<file path="config.mk">
export PLATFORM = sky130hd
export DESIGN_NAME = undobuf_tx
export DESIGN_NICKNAME = d
export VERILOG_FILES = /design/src/rtl/undobuf_tx.sv
export SDC_FILE = /design/constraint.sdc
export NUM_CORES = 1
export LEC_CHECK = 0
export CAP_MARGIN = 5
export CORE_ASPECT_RATIO = 1.75
export CORE_UTILIZATION = 55
export DETAILED_ROUTE_END_ITERATION = 10
export GPL_TIMING_DRIVEN = 0
export PLACE_DENSITY = 0.8
export SETUP_SLACK_MARGIN = 0.05
export SLEW_MARGIN = 30
export SYNTH_ARGS = -nofsm -noshare
export SYNTH_HDL_FRONTEND = slang
export SYNTH_SLANG_ARGS = --single-unit
export TNS_END_PERCENT = 5
</file>
<file path="constraint.sdc">
create_clock -name Clock -period 2.83 [get_ports Clock]
set_input_delay 0.4245 -clock Clock [delete_from_list [all_inputs] [get_ports Clock]]
set_output_delay 0.4245 -clock Clock [all_outputs]
set_load 0.01 [all_outputs]
</file>
<file path="src/rtl/undobuf_tx.sv">
// UnDoBuf link transmitter: queues ASIC buffer-clear tags and serializes each as a 4-bit frame.
// Optional frames-sent counter NSent is built only when UNDOBUF_TX_COUNT_EN is defined.
module undobuf_tx #(
  parameter int DEPTH        = 4,
  parameter int CLKS_PER_BIT = 1,
  parameter int GAP          = 2
) (
  input  logic                     Clock,
  input  logic                     Reset,
  input  logic                     BufClrIn,
  input  logic [1:0]               TagIn,
  output logic                     UnDoBuf,
  output logic                     Busy,
  output logic [$clog2(DEPTH):0]   Count,
  output logic                     OverFlow,
  output logic [15:0]              NSent
);

  localparam int AW = $clog2(DEPTH);
  localparam int TW = 12;

  typedef enum logic [2:0] {S_IDLE, S_START, S_TG1, S_TG0, S_PAR, S_GAP} state_t;

  logic [1:0]    r_mem [DEPTH];
  logic [AW-1:0] r_wptr, r_rptr;
  logic [AW:0]   r_count;
  logic          r_ovf;
  state_t        r_state, w_state_nx;
  logic [TW-1:0] r_cnt;
  logic [2:0]    r_shift;
  logic          r_line, w_line_nx;
  logic          w_pop, w_push, w_full, w_bit_last, w_gap_last;

  assign w_full     = (r_count == (AW+1)'(DEPTH));
  // A pop on the same edge frees a slot, so a push into a full FIFO is still accepted.
  assign w_push     = BufClrIn && (!w_full || w_pop);
  assign w_bit_last = (r_cnt == TW'(CLKS_PER_BIT - 1));
  assign w_gap_last = (r_cnt == TW'(GAP * CLKS_PER_BIT - 1));

  // NOTE: sequential state uses non-blocking assignments so every register samples pre-edge values.
  always_ff @(posedge Clock or negedge Reset) begin
    if (!Reset) begin
      r_wptr  <= '0;
      r_rptr  <= '0;
      r_count <= '0;
      r_ovf   <= 1'b0;
    end else begin
      if (w_push) r_wptr <= r_wptr + 1'b1;
      if (w_pop)  r_rptr <= r_rptr + 1'b1;
      r_count <= r_count + (AW+1)'(w_push) - (AW+1)'(w_pop);
      r_ovf   <= BufClrIn && w_full && !w_pop;
    end
  end

  // NOTE: tag storage is not reset; pointers and count alone decide which entries are valid.
  always_ff @(posedge Clock) begin
    if (w_push) r_mem[r_wptr] <= TagIn;
  end

  always_ff @(posedge Clock or negedge Reset) begin
    if (!Reset) begin
      r_state <= S_IDLE;
      r_cnt   <= '0;
      r_shift <= '0;
      r_line  <= 1'b0;
    end else begin
      r_state <= w_state_nx;
      r_line  <= w_line_nx;
      if (w_state_nx != r_state) r_cnt <= '0;
      else if (r_state != S_IDLE) r_cnt <= r_cnt + 1'b1;
      if (w_pop) r_shift <= {r_mem[r_rptr], ^r_mem[r_rptr]};
    end
  end

  // NOTE: every output of this block gets a default first, so no path can infer a latch.
  always_comb begin
    w_state_nx = r_state;
    w_pop      = 1'b0;
    case (r_state)
      S_IDLE: begin
        if (r_count != '0) begin
          w_pop      = 1'b1;
          w_state_nx = S_START;
        end
      end
      S_START: if (w_bit_last) w_state_nx = S_TG1;
      S_TG1:   if (w_bit_last) w_state_nx = S_TG0;
      S_TG0:   if (w_bit_last) w_state_nx = S_PAR;
      S_PAR:   if (w_bit_last) w_state_nx = S_GAP;
      S_GAP:   if (w_gap_last) w_state_nx = S_IDLE;
      default: w_state_nx = S_IDLE;
    endcase
  end

  // The line register is loaded with the bit belonging to the state being entered.
  always_comb begin
    w_line_nx = 1'b0;
    case (w_state_nx)
      S_START: w_line_nx = 1'b1;
      S_TG1:   w_line_nx = r_shift[2];
      S_TG0:   w_line_nx = r_shift[1];
      S_PAR:   w_line_nx = r_shift[0];
      default: w_line_nx = 1'b0;
    endcase
  end

`ifdef UNDOBUF_TX_COUNT_EN
  logic        w_sent;
  logic [15:0] r_nsent;

  assign w_sent = (r_state == S_PAR) && (w_state_nx == S_GAP);

  always_ff @(posedge Clock or negedge Reset) begin
    if (!Reset)      r_nsent <= '0;
    else if (w_sent) r_nsent <= r_nsent + 16'd1;
  end

  assign NSent = r_nsent;
`else
  assign NSent = '0;
`endif

  assign UnDoBuf  = r_line;
  assign Busy     = (r_state != S_IDLE);
  assign Count    = r_count;
  assign OverFlow = r_ovf;

endmodule

</file>
==> metrics <==
Synth Cell Area=2061 sq um; pre-CTS setup slack=0.1464 ns; Vias/cell=5.039; Pins Over Slew Limit=0; period utilisation layout=90.46%; Avg Inst Size Synth=11.64 sq um; status=complete, no violations; fin area=2390 sq um; I/O Pins=27; CP Class=register to register; endpoints failing hold=0; pin count of the biggest net entering global routing=28; Leakage Power=1.049 nW; Initial Utilization=57.37%; Crit. End Element=register; max_cap viols=0; clk root buf=clkbuf_8; # rows=29; vias in the first global route=1,348; WL final=3362 microns; Largest stage delay, worst path=0.47 ns; Setup WS post-layout=0.2701 ns; Synth Register Bits=35; CP most frequent cell=inv_1; P&R area growth vs syn=15.97%; # clock sinks=35; worst clock skew=0.007920 ns; Yosys warning count=0; Worst slew margin=60.25%; WP data required=3.00 ns; WP data arrival=2.73 ns; antenna viol nets, final=0; Setup Viol. Count Final=0; Placement Cell Area=2270 sq um; Power per Cell Area=1016 nW/um^2; Vias=1,295; clk_lat worst skew=0.29 ns; HP Class=input port to asynchronous set/reset pin; first-pass GRT wire length=5823 microns; hold_buf cts=0; Initial DRC Count=22; Final #Nets=225; DIE AREA=4005 sq um; Core ar.=3592 sq um; GPL Wtd Cong=0.8771; post-route minimum period=2.560 ns; CP delay by family, top=adder cells; crit path max-delay cell type=dfrtp_1; DP HPWL=2557 microns; Max Freq=390.6 MHz; synth unique cells=43; Seq/Total Area, Yosys=44.44%; crit start category=register; most common library cell in the layout ignoring fill and taps=dfrtp_1; Die Wd=48.27 microns; TNS Setup=0 ns; # H-tree levels=2; CP bufs+invs=4; total track usage=20.07%; CTS Buf Count=5; clk slew on worst S/H paths=0.07 ns; post-route DRC violation count=0; GRT overflow=0; Synth Instances=177; fraction of layout cells with a size suffix above 1=28.44%; unrepaired setup endpoints after global routing=false; # port buffers=10; worst-margin pin slew=0.5962 ns; Hold WS=0.1379 ns; antenna cells=0; Routed wire per std cell=13.08 microns; initial antenna violation count=0; clock tree from TritonCTS=yes; most frequent cells in the layout=27 x dfrtp_1, 17 x buf_4, 16 x conb_1; crit path cell chain=or3_1 -> buf_6 -> a31oi_4 -> inv_1 -> ha_1 -> inv_1 -> ha_1 -> inv_1 -> fa_1 -> xnor2_1 -> xnor2_1; Die Y=82.98 microns; Max FO, Critical Path=10; DRT Pass-1 Iters=4; maximum VDD drop=0.7627 mV; Max Root-Sink Buffers=2
-- cell usage after synthesis, drive strengths merged --
cell      n  area share (%)
fa        1            0.97
inv      11             2.0
a21boi    1            0.36
dfrtp    27              33
edfxtp    8              12
nand3     3            0.97
conb      1            0.18
a31oi     2             1.3
and2      6             1.8
o311a     1            0.49
o311ai    1            0.79
mux4      2             2.2
mux2      2             1.1
o211ai    1            0.61
xnor2    11             4.7
nor4      2             1.6
o41a      1             1.0
nand2b    1            0.30
xor2      7             3.0
ha        9             5.5
or2       1            0.30
and4      2             1.0
o21ai     3             1.3
o2bb2ai   1            0.43
or3       1            0.30
mux2i     4             1.9
nand4     5             1.5
buf      20             8.0
nor2b     2             1.3
a21oi     2            0.49
nor3      3             1.3
nor2     24             6.7
nand2    11             2.0
-- repair_timing --
action                                  4_1_cts  5_1_grt
endpoints found under the hold margin         0        0
setup buffers                                 0        1
endpoints found under the setup margin        0        1
resized for setup                             0        0
-- flip-flops by register name, indices dropped and copies added (netlist names) --
name,flops
Count,3
OverFlow,1
UnDoBuf,1
r_cnt,12
r_mem,8
r_rptr,2
r_shift,3
r_state,3
r_wptr,2
-- worst paths after layout --
check,from,to,slack (ns),cells after the start
min,Reset,r_cnt[7],0.14,1
max,r_state[0],Count[2],0.27,11
max in group asynchronous,Reset,r_state[2],2.30,1
min reg2reg,r_shift[1],r_shift[1],0.54,1
min in group Clock,r_shift[1],r_shift[1],0.54,1
max reg2reg,r_state[0],Count[2],0.27,11
-- power by group --
part | total, mW | internal, mW | switching (mW) | leakage (nW)
clock network | 0.448 | 0.262 | 0.186 | 0.0581
registers | 0.816 | 0.670 | 0.146 | 0.420
logic | 1.17 | 0.581 | 0.584 | 0.571
total | 2.43 | 1.51 | 0.916 | 1.05
-- stage by stage --
step | std cells | power [mW] | util (%)
after global placement | 248 | 1.936 | 63.32
after detailed placement | 248 | 1.993 | 63.18
after global routing | 257 | 2.599 | 66.53
after CTS | 256 | 2.450 | 66.32
after floorplan | 192 | 1.724 | -
final | 257 | 2.429 | 66.53
-- cell type report --
type,instances,area (sq um)
Tap cell,46,57.56
Clock inverter,3,43.79
Timing Repair Buffer,11,102.6
Buffer,20,165.2
Fill cell,274,1202
Clock buffer,5,68.82
Sequential cell,35,915.9
Multi-Input combinational cell,126,994.7
Inverter,11,41.29
-- cells by family (layout without fill, tap and decap cells) --
logic type	Yosys count	after routing	share of synthesized area, %
flip-flops	35	35	44.44
buffers and inverters	31	50	10.02
AO/OA/AOI/OAI	13	13	6.801
AND/OR/NAND/NOR	61	61	19.25
XOR/XNOR	18	18	7.650
multiplexers	8	8	5.221
other	1	16	0.1820
adder cells (fa/ha/maj)	10	10	6.436
-- metal layers --
layer | share of wire, % | track usage (%) | up-vias
met5 | 0 | 0 | -
met3 | 2.6 | 4.130 | 10
met2 | 56 | 33.09 | 25
met4 | 3.1 | 8.586 | 0
li1 | - | - | 631
met1 | 38 | 23.52 | 629
Power figures use the tool's default switching activity.
